$ cat src/rtl/riscv_mem_arbiter_pkg.sv
// Shared constants for the unified-memory arbiter: FSM state encoding,
// requester grant IDs and the read-latency counter width.
package riscv_mem_arbiter_pkg;

  localparam int CNT_W = 4;

  typedef enum logic [1:0] {
    ARB_IDLE  = 2'd0,
    ARB_ISSUE = 2'd1,
    ARB_WAIT  = 2'd2,
    ARB_RESP  = 2'd3
  } arb_state_e;

  typedef enum logic {
    ARB_GNT_IF = 1'b0,
    ARB_GNT_DM = 1'b1
  } arb_gnt_e;

endpackage

$ cat src/rtl/riscv_mem_arbiter_if.sv
// Requester and memory-side signals of the arbiter; slave is the arbiter's view,
// master is the view of the requesters plus memory model.
interface riscv_mem_arbiter_if #(
  parameter int XLEN = 32
);
  logic            i_if_req;
  logic [XLEN-1:0] i_if_addr;
  logic            o_if_ack;
  logic [XLEN-1:0] o_if_rd_data;
  logic            i_dm_req;
  logic            i_dm_wr_en;
  logic [3:0]      i_dm_strb;
  logic [XLEN-1:0] i_dm_addr;
  logic [XLEN-1:0] i_dm_wr_data;
  logic            o_dm_ack;
  logic [XLEN-1:0] o_dm_rd_data;
  logic            o_mem_en;
  logic            o_mem_wr_en;
  logic [3:0]      o_mem_strb;
  logic [XLEN-1:0] o_mem_addr;
  logic [XLEN-1:0] o_mem_wr_data;
  logic [XLEN-1:0] i_mem_rd_data;
  logic            o_arb_busy;

  modport slave (
    input  i_if_req, i_if_addr, i_dm_req, i_dm_wr_en, i_dm_strb, i_dm_addr,
           i_dm_wr_data, i_mem_rd_data,
    output o_if_ack, o_if_rd_data, o_dm_ack, o_dm_rd_data, o_mem_en,
           o_mem_wr_en, o_mem_strb, o_mem_addr, o_mem_wr_data, o_arb_busy
  );

  modport master (
    output i_if_req, i_if_addr, i_dm_req, i_dm_wr_en, i_dm_strb, i_dm_addr,
           i_dm_wr_data, i_mem_rd_data,
    input  o_if_ack, o_if_rd_data, o_dm_ack, o_dm_rd_data, o_mem_en,
           o_mem_wr_en, o_mem_strb, o_mem_addr, o_mem_wr_data, o_arb_busy
  );
endinterface

$ cat src/rtl/riscv_arb_grant.sv
// Combinational grant picker for the memory arbiter. Ties go to DM unless
// RISCV_ARB_RR_EN is defined, in which case the requester not served last wins.
module riscv_arb_grant
  import riscv_mem_arbiter_pkg::*;
(
  input  logic     if_req,
  input  logic     dm_req,
  input  arb_gnt_e last_gnt,
  output logic     gnt_vld,
  output arb_gnt_e gnt_id
);

`ifdef RISCV_ARB_RR_EN
  logic tie_to_if;
  assign tie_to_if = (last_gnt == ARB_GNT_DM);
`else
  logic tie_to_if;
  logic unused_last_gnt;
  assign unused_last_gnt = last_gnt;
  assign tie_to_if       = 1'b0;
`endif

  always_comb begin
    gnt_vld = if_req | dm_req;
    gnt_id  = ARB_GNT_DM;
    if (if_req && (!dm_req || tie_to_if)) gnt_id = ARB_GNT_IF;
  end

endmodule

$ cat src/rtl/riscv_mem_arbiter.sv
// Single-port memory arbiter between instruction fetch and data access:
// IDLE -> ISSUE -> (WAIT) -> RESP. Build option RISCV_ARB_RR_EN selects round-robin ties.
module riscv_mem_arbiter
  import riscv_mem_arbiter_pkg::*;
#(
  parameter int XLEN    = 32,
  parameter int MEM_LAT = 1
) (
  input logic                i_clk,
  input logic                i_rst,
  riscv_mem_arbiter_if.slave bus
);

  localparam logic [CNT_W-1:0] LAT_LOAD = CNT_W'(MEM_LAT - 1);

  arb_state_e      state;
  arb_gnt_e        gnt_q;
  arb_gnt_e        last_gnt;
  arb_gnt_e        pick_id;
  logic            pick_vld;
  logic            pick_dm;
  logic [XLEN-1:0] pick_addr;
  logic [CNT_W-1:0] lat_cnt;

  riscv_arb_grant u_grant (
    .if_req   (bus.i_if_req),
    .dm_req   (bus.i_dm_req),
    .last_gnt (last_gnt),
    .gnt_vld  (pick_vld),
    .gnt_id   (pick_id)
  );

  assign pick_dm   = (pick_id == ARB_GNT_DM);
  assign pick_addr = pick_dm ? bus.i_dm_addr : bus.i_if_addr;

`ifdef RISCV_ARB_RR_EN
  always_ff @(posedge i_clk or posedge i_rst) begin
    if (i_rst)                              last_gnt <= ARB_GNT_DM;
    else if (state == ARB_IDLE && pick_vld) last_gnt <= pick_id;
  end
`else
  assign last_gnt = ARB_GNT_DM;
`endif

  always_ff @(posedge i_clk or posedge i_rst) begin
    if (i_rst) begin
      state             <= ARB_IDLE;
      gnt_q             <= ARB_GNT_DM;
      lat_cnt           <= '0;
      bus.o_if_ack      <= 1'b0;
      bus.o_if_rd_data  <= '0;
      bus.o_dm_ack      <= 1'b0;
      bus.o_dm_rd_data  <= '0;
      bus.o_mem_en      <= 1'b0;
      bus.o_mem_wr_en   <= 1'b0;
      bus.o_mem_strb    <= '0;
      bus.o_mem_addr    <= '0;
      bus.o_mem_wr_data <= '0;
      bus.o_arb_busy    <= 1'b0;
    end else begin
      bus.o_if_ack <= 1'b0;
      bus.o_dm_ack <= 1'b0;
      case (state)
        ARB_IDLE: begin
          // Payload is latched here so requester changes after ISSUE are ignored
          if (pick_vld) begin
            state             <= ARB_ISSUE;
            gnt_q             <= pick_id;
            bus.o_arb_busy    <= 1'b1;
            bus.o_mem_en      <= 1'b1;
            bus.o_mem_addr    <= pick_addr;
            bus.o_mem_wr_en   <= pick_dm & bus.i_dm_wr_en;
            bus.o_mem_strb    <= pick_dm ? bus.i_dm_strb : 4'h0;
            bus.o_mem_wr_data <= pick_dm ? bus.i_dm_wr_data : '0;
          end
        end
        ARB_ISSUE: begin
          bus.o_mem_en    <= 1'b0;
          bus.o_mem_wr_en <= 1'b0;
          lat_cnt         <= LAT_LOAD;
          if (bus.o_mem_wr_en) begin
            state        <= ARB_RESP;
            bus.o_dm_ack <= 1'b1;
          end else begin
            state <= ARB_WAIT;
          end
        end
        ARB_WAIT: begin
          if (lat_cnt == '0) begin
            state <= ARB_RESP;
            if (gnt_q == ARB_GNT_DM) begin
              bus.o_dm_ack     <= 1'b1;
              bus.o_dm_rd_data <= bus.i_mem_rd_data;
            end else begin
              bus.o_if_ack     <= 1'b1;
              bus.o_if_rd_data <= bus.i_mem_rd_data;
            end
          end else begin
            lat_cnt <= lat_cnt - CNT_W'(1);
          end
        end
        ARB_RESP: begin
          state          <= ARB_IDLE;
          bus.o_arb_busy <= 1'b0;
        end
        default: state <= ARB_IDLE;
      endcase
    end
  end

endmodule

$ cat src/flat_wrapper.sv
// flat-port wrapper written by rule: the top's interface ports become plain ports
module riscv_mem_arbiter_flat import riscv_mem_arbiter_pkg::*;
#(
  parameter int XLEN    = 32,
  parameter int MEM_LAT = 1
)
  (i_clk, i_rst, bus_i_if_req, bus_i_if_addr, bus_i_dm_req, bus_i_dm_wr_en, bus_i_dm_strb, bus_i_dm_addr, bus_i_dm_wr_data, bus_i_mem_rd_data, bus_o_if_ack, bus_o_if_rd_data, bus_o_dm_ack, bus_o_dm_rd_data, bus_o_mem_en, bus_o_mem_wr_en, bus_o_mem_strb, bus_o_mem_addr, bus_o_mem_wr_data, bus_o_arb_busy);
  riscv_mem_arbiter_if #(.XLEN(XLEN)) bus_i ();
  input logic i_clk;
  input logic i_rst;
  input wire logic [$bits(bus_i.i_if_req)-1:0] bus_i_if_req;
  input wire logic [$bits(bus_i.i_if_addr)-1:0] bus_i_if_addr;
  input wire logic [$bits(bus_i.i_dm_req)-1:0] bus_i_dm_req;
  input wire logic [$bits(bus_i.i_dm_wr_en)-1:0] bus_i_dm_wr_en;
  input wire logic [$bits(bus_i.i_dm_strb)-1:0] bus_i_dm_strb;
  input wire logic [$bits(bus_i.i_dm_addr)-1:0] bus_i_dm_addr;
  input wire logic [$bits(bus_i.i_dm_wr_data)-1:0] bus_i_dm_wr_data;
  input wire logic [$bits(bus_i.i_mem_rd_data)-1:0] bus_i_mem_rd_data;
  output wire logic [$bits(bus_i.o_if_ack)-1:0] bus_o_if_ack;
  output wire logic [$bits(bus_i.o_if_rd_data)-1:0] bus_o_if_rd_data;
  output wire logic [$bits(bus_i.o_dm_ack)-1:0] bus_o_dm_ack;
  output wire logic [$bits(bus_i.o_dm_rd_data)-1:0] bus_o_dm_rd_data;
  output wire logic [$bits(bus_i.o_mem_en)-1:0] bus_o_mem_en;
  output wire logic [$bits(bus_i.o_mem_wr_en)-1:0] bus_o_mem_wr_en;
  output wire logic [$bits(bus_i.o_mem_strb)-1:0] bus_o_mem_strb;
  output wire logic [$bits(bus_i.o_mem_addr)-1:0] bus_o_mem_addr;
  output wire logic [$bits(bus_i.o_mem_wr_data)-1:0] bus_o_mem_wr_data;
  output wire logic [$bits(bus_i.o_arb_busy)-1:0] bus_o_arb_busy;
  assign bus_i.i_if_req = bus_i_if_req;
  assign bus_i.i_if_addr = bus_i_if_addr;
  assign bus_i.i_dm_req = bus_i_dm_req;
  assign bus_i.i_dm_wr_en = bus_i_dm_wr_en;
  assign bus_i.i_dm_strb = bus_i_dm_strb;
  assign bus_i.i_dm_addr = bus_i_dm_addr;
  assign bus_i.i_dm_wr_data = bus_i_dm_wr_data;
  assign bus_i.i_mem_rd_data = bus_i_mem_rd_data;
  assign bus_o_if_ack = bus_i.o_if_ack;
  assign bus_o_if_rd_data = bus_i.o_if_rd_data;
  assign bus_o_dm_ack = bus_i.o_dm_ack;
  assign bus_o_dm_rd_data = bus_i.o_dm_rd_data;
  assign bus_o_mem_en = bus_i.o_mem_en;
  assign bus_o_mem_wr_en = bus_i.o_mem_wr_en;
  assign bus_o_mem_strb = bus_i.o_mem_strb;
  assign bus_o_mem_addr = bus_i.o_mem_addr;
  assign bus_o_mem_wr_data = bus_i.o_mem_wr_data;
  assign bus_o_arb_busy = bus_i.o_arb_busy;
  riscv_mem_arbiter #(.XLEN(XLEN), .MEM_LAT(MEM_LAT)) u_core (.i_clk(i_clk), .i_rst(i_rst), .bus(bus_i));
endmodule
$ cat config.mk
export PLATFORM = sky130hd
export DESIGN_NAME = riscv_mem_arbiter_flat
export DESIGN_NICKNAME = d
export VERILOG_FILES = /design/src/rtl/riscv_mem_arbiter_pkg.sv /design/src/rtl/riscv_mem_arbiter_if.sv /design/src/rtl/riscv_arb_grant.sv /design/src/rtl/riscv_mem_arbiter.sv /design/src/flat_wrapper.sv
export SDC_FILE = /design/constraint.sdc
export NUM_CORES = 1
export LEC_CHECK = 0
export ABC_AREA = 1
export BUFFER_PORTS_ARGS = -buffer_cell sky130_fd_sc_hd__buf_2
export CORE_ASPECT_RATIO = 1.2
export CORE_MARGIN = 10
export CORE_UTILIZATION = 47
export CTS_BUF_LIST = sky130_fd_sc_hd__clkbuf_16
export DETAILED_ROUTE_END_ITERATION = 10
export GPL_TIMING_DRIVEN = 0
export PLACE_DENSITY = 0.77
export SYNTH_ARGS = -nofsm -noshare
export SYNTH_HDL_FRONTEND = slang
export SYNTH_SLANG_ARGS = --single-unit
$ cat constraint.sdc
create_clock -name i_clk -period 5.6 [get_ports i_clk]
set_input_delay 1.12 -clock i_clk [delete_from_list [all_inputs] [get_ports i_clk]]
set_output_delay 1.12 -clock i_clk [all_outputs]
set_load 0.005 [all_outputs]
==> impl_metrics.yaml <==
cells_and_area:
  final_cell_mix: "buf_2, dfrtp_1, nand2_1, o21ai_1, inv_1"
  utilization_pct: 65.1
  finalNonFillerCells: 1042
  nets: 1009
  drive_gt1_share_pct: 44.2
  syn2layout_area_growth_pct: 36.8
  antenna_cells: 0
  layout_commonest_cell: "buf_2"
place:
  hpwl_microns: 14200
  port_buffers: 273
  place_inst: 1010
  finalWeightedCongestion: 0.834
synthesis:
  synth_top_area_share_pct: 59.9
  synth_cells: 572
  ys_ff_latch: 144
  synth_area_leaders: "dfrtp_1, nand2_1, o21ai_2"
  synth_top_area_cell: "dfrtp_1"
  synth_cell_types: 24
  yosysSeqAreaShare_pct: 60.3
  synth.avg_cell_area_sq_um: 10.4
  syn-num-nets: 716
  netlist_area_sq_um: 5970
  yosys_warnings: 0
pwr:
  powerDensity_nw_per_um2: 581
  ir_worst_vdd_mv: 0.251
  p_leak_nw: 4.48
global_routing:
  grt_max_degree: 81
  antenna_found_initial: 1
  grt_usage_pct: 21.0
  grt-ovfl-total: 0
  grt_pass1_wl_microns: 28700
  grt_pass1_vias: 5360
worst_setup_path:
  cp_data_required_time_ps: 4480
  cp_slowest_cell: "dfrtp_1"
  cp_cell_sequence: "buf_2"
  cp_num_buf_inv: 1
  crit_fanout: 3
  arrival_ps: 960
  critPathMaxStageDelay_ps: 400
  crit_family: "flip-flops"
  cp-end-kind: "output pin"
  start_kind: "flop"
  path_class: "flop to output pin"
cts:
  postCtsSetupBuffers: 0
  cts_hold_buf: 0
  cts_max_level: 4
  cts_buffers: 17
  cts_tree: "yes"
  numClockSinks: 144
  cts-root-buf: "clkbuf_16"
  clockBufferDepth: 2
  cts_resized: 0
  clkLatencyLatePin_ps: 420
  clk_pin_slew_ps: 60
die:
  dieArea_sq_um: 17600
  io-pin-count: 274
  core-area_sq_um: 12600
  die_h_microns: 144
  rows: 45
  die_w_microns: 123
  initial_core_util_pct: 47.6
outcome:
  status: "completed"
timing:
  slew_violations: 0
  skew_ps: 9.44
  period_needed_ps: 2080
  hold_violations: 0
  worst_pin_slew_ps: 599
  max_freq_mhz: 481
  rsz0062_at_grt: "no"
  relSlewSlack_pct: 60.1
  finalSetupViolations: 0
  fin_crit_sh_pct: 37.1
route:
  drt_iter0_markers: 420
  routed_via_density: 4.95
  routed_wl_microns: 18500
  drc: 0
  wire_per_inst_microns: 17.8
  vias: 5156
  antenna_left: 0
  drtPass1Iterations: 4
worst_hold_path:
  min_path_type: "flop to flop"
job:
  max-cap-violations: 0
-- report_power, final --
group          switching (mW)  internal, mW
combinational           0.983         0.825
sequential              0.265          1.53
clock                   0.445         0.699
total                    1.69          3.06
-- layer usage --
metal	vias to the layer above	global-route usage, %	wire length (microns)
li1	2478	-	-
met1	2410	24.2	7200
met2	241	33.5	8780
met3	25	9.54	2210
met4	2	7.39	350
met5	-	0	7
-- worst paths after layout --
kind / startpoint / end / slack, ps / depth (start not counted)
worst max-delay path: u_core.bus.o_mem_wr_en / bus_o_mem_wr_en / 3520 / 1
worst min-delay path: u_core.bus.o_dm_rd_data[10] / u_core.bus.o_dm_rd_data[10] / 470 / 2
worst max register to register: u_core.state[0] / u_core.bus.o_mem_addr[18] / 3900 / 7
worst min register to register: u_core.bus.o_dm_rd_data[10] / u_core.bus.o_dm_rd_data[10] / 470 / 2
max in group asynchronous: i_rst / u_core.gnt_q / 3990 / 3
min in group asynchronous: i_rst / u_core.bus.o_dm_rd_data[24] / 780 / 2
-- synth_stat cells (all sizes together) --
cell / instances
dfrtp: 143
inv: 50
xor2: 1
buf: 27
dfstp: 1
nand2: 115
clkbuf: 6
nor2: 37
a22o: 36
o21ai: 141
a21oi: 1
ha: 7
nand3: 7
-- per-stage QoR --
step	hold slack, ps	power (mW)	setup slack (ps)	setup TNS, ps	area [sq um]
floorplan	457	2.80	615	0	5970
global placement	459	3.58	-1050	-148790	7550
global route	489	5.12	3490	0	8170
CTS	477	4.80	3500	0	8170
detailed placement	462	3.64	3380	0	7580
finish	474	4.75	3520	0	8170
-- worst reg2reg max path: stages, from the launching register on --
cell and delay (ps):
dfrtp_1 410, inv_1 150, ha_1 280, o21ai_4 130, inv_2 130, buf_2 210
o21ai_0 170, o21ai_1 160
-- cell type report --
type                    count  area, sq um
plain buffers              33          248
repair buffers            274         1390
clock inverters            15          169
fillers                  1045         4380
flip-flops and latches    144         3600
multi-input cells         345         1930
inverters                  50          193
well taps                 164          205
clock buffers              17          425
-- state kept, by name (all words and copies together), names as in the netlist --
register	count
u_core.bus.o_mem_addr	32
u_core.bus.o_if_ack	1
u_core.lat_cnt	4
u_core.gnt_q	1
u_core.bus.o_mem_strb	4
u_core.bus.o_mem_en	1
u_core.bus.o_if_rd_data	32
u_core.bus.o_mem_wr_data	32
u_core.bus.o_arb_busy	1
u_core.bus.o_mem_wr_en	1
u_core.bus.o_dm_ack	1
u_core.state	2
u_core.bus.o_dm_rd_data	32
-- kinds of logic (layout without fill, tap and decap cells) --
group / after synthesis / in the layout / share of synthesized area, %
compound gates: 178 / 178 / 20.3
xor+xnor: 1 / 1 / 0.147
simple gates: 159 / 159 / 10.5
flops: 144 / 144 / 60.3
buf+inv: 83 / 389 / 7.29
fa+ha+maj: 7 / 7 / 1.47
No activity file was read; power rests on OpenSTA's default activity.
